[src/rtl/firewall_if.sv]
// firewall_if: dibit stream into the filter plus filtered payload and drop pulse out.
interface firewall_if;
    logic       axiiv;
    logic [1:0] axiid;
    logic       axiov;
    logic [1:0] axiod;
    logic       dropped;
    modport master (output axiiv, axiid, input axiov, axiod, dropped);
    modport slave  (input axiiv, axiid, output axiov, axiod, dropped);
endinterface

[src/rtl/firewall.sv]
// firewall: destination-MAC filter that strips the 14-byte header and forwards payload dibits one cycle later.
module firewall #(
    parameter logic [47:0] MAC = 48'h69_69_5A_06_54_91
) (
    input logic        clk,
    input logic        rst,
    firewall_if.slave  bus
);
    typedef enum logic [2:0] {IDLE, DST, HDR, PASS, DROP, SKIP} state_t;
    state_t     state, state_n;
    logic [5:0] cnt, cnt_n;
    logic       own_ok, own_n, bcast_ok, bcast_n;
    logic       ov_n, drop_n;
    logic [1:0] od_n;
    logic [47:0] mac_sh;
    logic       own_chk, bcast_chk;
    // cnt is 0 in IDLE, so the same shifted compare covers index 0 and 1..23
    assign mac_sh    = MAC << {cnt, 1'b0};
    assign own_chk   = own_ok && bus.axiid == mac_sh[47:46];
    assign bcast_chk = bcast_ok && bus.axiid == 2'b11;
    always_ff @(posedge clk or posedge rst) begin
        if (rst) begin
            state     <= SKIP;
            cnt       <= '0;
            own_ok    <= 1'b1;
            bcast_ok  <= 1'b1;
            bus.axiov <= 1'b0;
            bus.axiod <= 2'b00;
            bus.dropped <= 1'b0;
        end else begin
            state     <= state_n;
            cnt       <= cnt_n;
            own_ok    <= own_n;
            bcast_ok  <= bcast_n;
            bus.axiov <= ov_n;
            bus.axiod <= od_n;
            bus.dropped <= drop_n;
        end
    end
    always_comb begin
        state_n = state;
        cnt_n   = cnt;
        own_n   = own_ok;
        bcast_n = bcast_ok;
        ov_n    = 1'b0;
        od_n    = 2'b00;
        drop_n  = 1'b0;
        if (!bus.axiiv) begin
            state_n = IDLE;
            cnt_n   = '0;
            own_n   = 1'b1;
            bcast_n = 1'b1;
        end else begin
            case (state)
                IDLE, DST: begin
                    own_n   = own_chk;
                    bcast_n = bcast_chk;
                    cnt_n   = cnt + 6'd1;
                    if (state == IDLE) state_n = DST;
                    else if (cnt == 6'd23) begin
                        state_n = (own_chk || bcast_chk) ? HDR : DROP;
                        drop_n  = !(own_chk || bcast_chk);
                    end
                end
                HDR: begin
                    cnt_n = cnt + 6'd1;
                    if (cnt == 6'd55) state_n = PASS;
                end
                PASS: begin
                    ov_n = 1'b1;
                    od_n = bus.axiid;
                end
                default: ;
            endcase
        end
    end
endmodule

[src/flat_wrapper.sv]
// flat-port wrapper written by rule: the top's interface ports become plain ports
module firewall_flat 
#(
    parameter logic [47:0] MAC = 48'h69_69_5A_06_54_91
)
  (clk, rst, bus_axiiv, bus_axiid, bus_axiov, bus_axiod, bus_dropped);
  firewall_if bus_i ();
  input logic clk;
  input logic rst;
  input wire logic [$bits(bus_i.axiiv)-1:0] bus_axiiv;
  input wire logic [$bits(bus_i.axiid)-1:0] bus_axiid;
  output wire logic [$bits(bus_i.axiov)-1:0] bus_axiov;
  output wire logic [$bits(bus_i.axiod)-1:0] bus_axiod;
  output wire logic [$bits(bus_i.dropped)-1:0] bus_dropped;
  assign bus_i.axiiv = bus_axiiv;
  assign bus_i.axiid = bus_axiid;
  assign bus_axiov = bus_i.axiov;
  assign bus_axiod = bus_i.axiod;
  assign bus_dropped = bus_i.dropped;
  firewall #(.MAC(MAC)) u_core (.clk(clk), .rst(rst), .bus(bus_i));
endmodule
[config.mk]
export PLATFORM = sky130hd
export DESIGN_NAME = firewall_flat
export DESIGN_NICKNAME = d
export VERILOG_FILES = /design/src/rtl/firewall_if.sv /design/src/rtl/firewall.sv /design/src/flat_wrapper.sv
export SDC_FILE = /design/constraint.sdc
export NUM_CORES = 1
export LEC_CHECK = 0
export CAP_MARGIN = 40
export CELL_PAD_IN_SITES_DETAIL_PLACEMENT = 1
export CELL_PAD_IN_SITES_GLOBAL_PLACEMENT = 2
export CORE_MARGIN = 4
export CORE_UTILIZATION = 35
export CTS_CLUSTER_SIZE = 8
export DETAILED_ROUTE_END_ITERATION = 6
export GPL_TIMING_DRIVEN = 0
export HOLD_SLACK_MARGIN = 0.02
export PLACE_DENSITY_LB_ADDON = 0.08
export SLEW_MARGIN = 10
export SYNTH_ARGS = -nofsm -noshare
export SYNTH_HDL_FRONTEND = slang
export SYNTH_SLANG_ARGS = --single-unit
export TNS_END_PERCENT = 30
[constraint.sdc]
create_clock -name clk -period 2.25 [get_ports clk]
set_clock_uncertainty 0.05 [all_clocks]
set_input_delay 0.45 -clock clk [delete_from_list [all_inputs] [get_ports clk]]
set_output_delay 0.45 -clock clk [all_outputs]
set_load 0.01 [all_outputs]
==> summary.md <==
| Metric | Value |
|---|---|
| Status | `complete, no violations` |
| TritonCTS buffer count | `3` |
| Antenna violation net count after detailed routing | `0` |
| RSZ-0062 raised after global routing | `false` |
| Total of max-cap violations | `0` |
| Clk buf depth | `2` |
| Setup crit end kind | `flip-flop` |
| Clock sink total | `15` |
| Synth cell types | `36` |
| GR Layer Usage met3 | `0.0194` |
| Min-delay worst type | `reg -> reg` |
| Cell taking the most area after synthesis | `dfrtp_1` |
| Chip height | `59.9 um` |
| Final wirelength | `2.18 mm` |
| Warnings from Yosys | `0` |
| # H-tree levels | `1` |
| Syn Inst Count | `99` |
| PortBufs | `8` |
| Seq/Total Area, Yosys | `0.404` |
| Area delta synth->final | `17.7%` |
| Largest family of logic cells by synthesized area | `simple AND/OR/NAND/NOR gates` |
| Total global routing overflow | `0` |
| Power per Cell Area | `500 nW/um^2` |
| Most common cell after layout, fill and taps aside | `dfrtp_1` |
| Most frequent cells in the layout | `10 x dfrtp_1, 8 x clkdlybuf4s50_1, 7 x nand2_1, 7 x nor2_1, 7 x and2_1` |
| Slew margin rel. | `0.600` |
| First-pass GRT wire length | `3.68 mm` |
| Final period util | `0.931` |
| Post-synthesis mux area share | `0.0106` |
| Core Region | `2520 sq um` |
| Minimum clock period | `2.09 ns` |
| Cell total after placement | `137` |
| Worst hold slack | `0.446 ns` |
| Crit-path max FO | `10` |
| Total number of vias | `740` |
| FP Rows | `18` |
| Total GRT Usage | `0.137` |
| Startpoint Class | `flip-flop` |
| Post-synthesis compound-gate area fraction | `0.173` |
| Synthesized Nets | `107` |
| Drt first pass iters | `2` |
| Critical Path AT | `2.23 ns` |
| Grt peak-use layer | `met2` |
| Worst slew pin tran | `0.600 ns` |
| Leak | `0.458 nW` |
| HPWL Detailed | `1.60 mm` |
| CTS tree | `done` |
| Die width | `59.9 um` |
| # IOs | `9` |
| DR DRC count | `0` |
| Final Wtd Congestion | `0.692` |
| Initial Utilization | `0.373` |
| Peak VDD IR | `0.264 mV` |
| Clock Latency Late Sink | `0.29 ns` |
| GR Util met2 | `0.225` |
| Share of post-route cells with drive strength above 1 | `0.196` |
| Vias in the first global route | `799` |
| Fmax | `478 MHz` |
| # diodes | `0` |
| Final hold vios | `0` |
| Die area | `3580 sq um` |
| #FFs+latches synth | `15` |
| Setup TNS Final | `0 ns` |
| Synth area leaders | `dfrtp_1 29%, dfstp_2 11%, buf_6 4.8%, and2_1 4.7%, ha_1 4.0%` |
| Post-synthesis instance area | `941 sq um` |
| Worst path required time | `2.39 ns` |
| Post-Synth XOR/XNOR Area | `0.0465` |
| Largest net degree at the start of global routing | `16` |
| Detailed Route Iter0 Violations | `8` |
| Initial antenna violation count | `0` |
| Quantity of hold-fixing buffers added after cts | `0` |
| # nets final | `121` |
| Average cell area after synthesis | `9.50 sq um` |
| Clock transition at path regs | `0.10 ns` |
| Non-filler instance count after layout | `142` |
| Critical path class | `reg -> reg` |
| Setup-failing EPs final | `0` |
| Top-area cell type share of the netlist area | `0.293` |
| Vias per cell | `5.21` |
| Post-synthesis simple-gate area fraction | `0.242` |
| Post-Synth Adder-Cell Area | `0.0399` |
| Clock root cell | `clkbuf_4` |
| WL/cell | `15.4 um` |
| Slew Viols, Final | `0` |
| Met1 Use GR | `0.182` |
cell type report:
type	count	area, sq um
tap	30	37.5
clock inverter	1	5.00
sequential	15	382
clock buffer	3	22.5
fill	309	1420
multi-input combinational	72	494
timing repair buffer	9	87.6
buffer	7	60.1
inverter	5	18.8
repair_timing:
item,in CTS,in global routing
buffers inserted,0,1
setup endpoints to repair,0,3
resized for setup,0,2
metal layers:
metal  wire length (um)  up-vias
li1                   -      369
met1               1110      359
met2                982       10
met3                 71        2
met4                 21        0
met5                  0        -
synth_stat cells, drive strengths merged:
master,number
a21oi,7
or2,1
dfstp,4
xnor2,4
nand4,1
or3b,1
nand4b,1
a22oi,1
and2,7
clkbuf,2
o21ai,6
nand2,7
nor2b,3
nand3b,1
nor3b,1
nor3,3
a2111oi,1
inv,5
nand3,4
a31oi,2
xor2,1
buf,5
o221a,1
and3b,1
nor2,7
a2111o,1
ha,3
nor4,3
o211ai,1
mux2i,1
a211o,1
a211oi,1
dfrtp,11
through the flow:
step | area [sq um] | worst slack (ns) | power, mW | utilization
after floorplan | 941 | 0.343 | 0.360 | -
after global placement | 1060 | 0.111 | 0.386 | 0.420
after detailed placement | 1060 | 0.0594 | 0.387 | 0.420
after CTS | 1090 | 0.0442 | 0.549 | 0.431
after global routing | 1110 | 0.00170 | 0.588 | 0.439
final | 1110 | 0.156 | 0.554 | 0.439
state kept, by name, summed over array words and instances (netlist names):
signal,flops
u_core.state,3
u_core.own_ok,1
u_core.cnt,6
u_core.bus.axiov,1
u_core.bcast_ok,1
u_core.bus.dropped,1
u_core.bus.axiod,2
logic make-up after synthesis:
kind of cell,count (synthesis)
muxes,1
adders and majority gates,3
and+or+nand+nor,41
xor gates and xnor gates,5
AOI/OAI and AO/OA,22
DFF,15
buffers and inverters,12
power breakdown:
group / switching [mW] / total [mW] / internal, mW
clock network: 0.0967 / 0.163 / 0.0662
registers: 0.00621 / 0.288 / 0.281
logic: 0.0567 / 0.103 / 0.0466
total: 0.160 / 0.554 / 0.394
worst max-delay path: stages, from the launching register on:
cell and delay, ns:
dfstp_2 0.38, clkbuf_1 0.21, a21oi_1 0.52, nor3b_1 0.40, nand3_1 0.14, xnor2_1 0.13
and2_1 0.15
path summary, 6_finish.rpt:
path	cells after the start	endpoint	slack [ns]	startpoint
max in group asynchronous	2	u_core.cnt[1]	1.25	rst
worst min register to register	2	u_core.bcast_ok	0.45	u_core.bcast_ok
worst min-delay path	2	u_core.bcast_ok	0.45	u_core.bcast_ok
min in group asynchronous	2	u_core.bus.axiod[1]	0.47	rst
worst max register to register	6	u_core.cnt[5]	0.16	u_core.state[2]
worst max-delay path	6	u_core.cnt[5]	0.16	u_core.state[2]
Note: power is estimated with default switching activity, not from simulation.
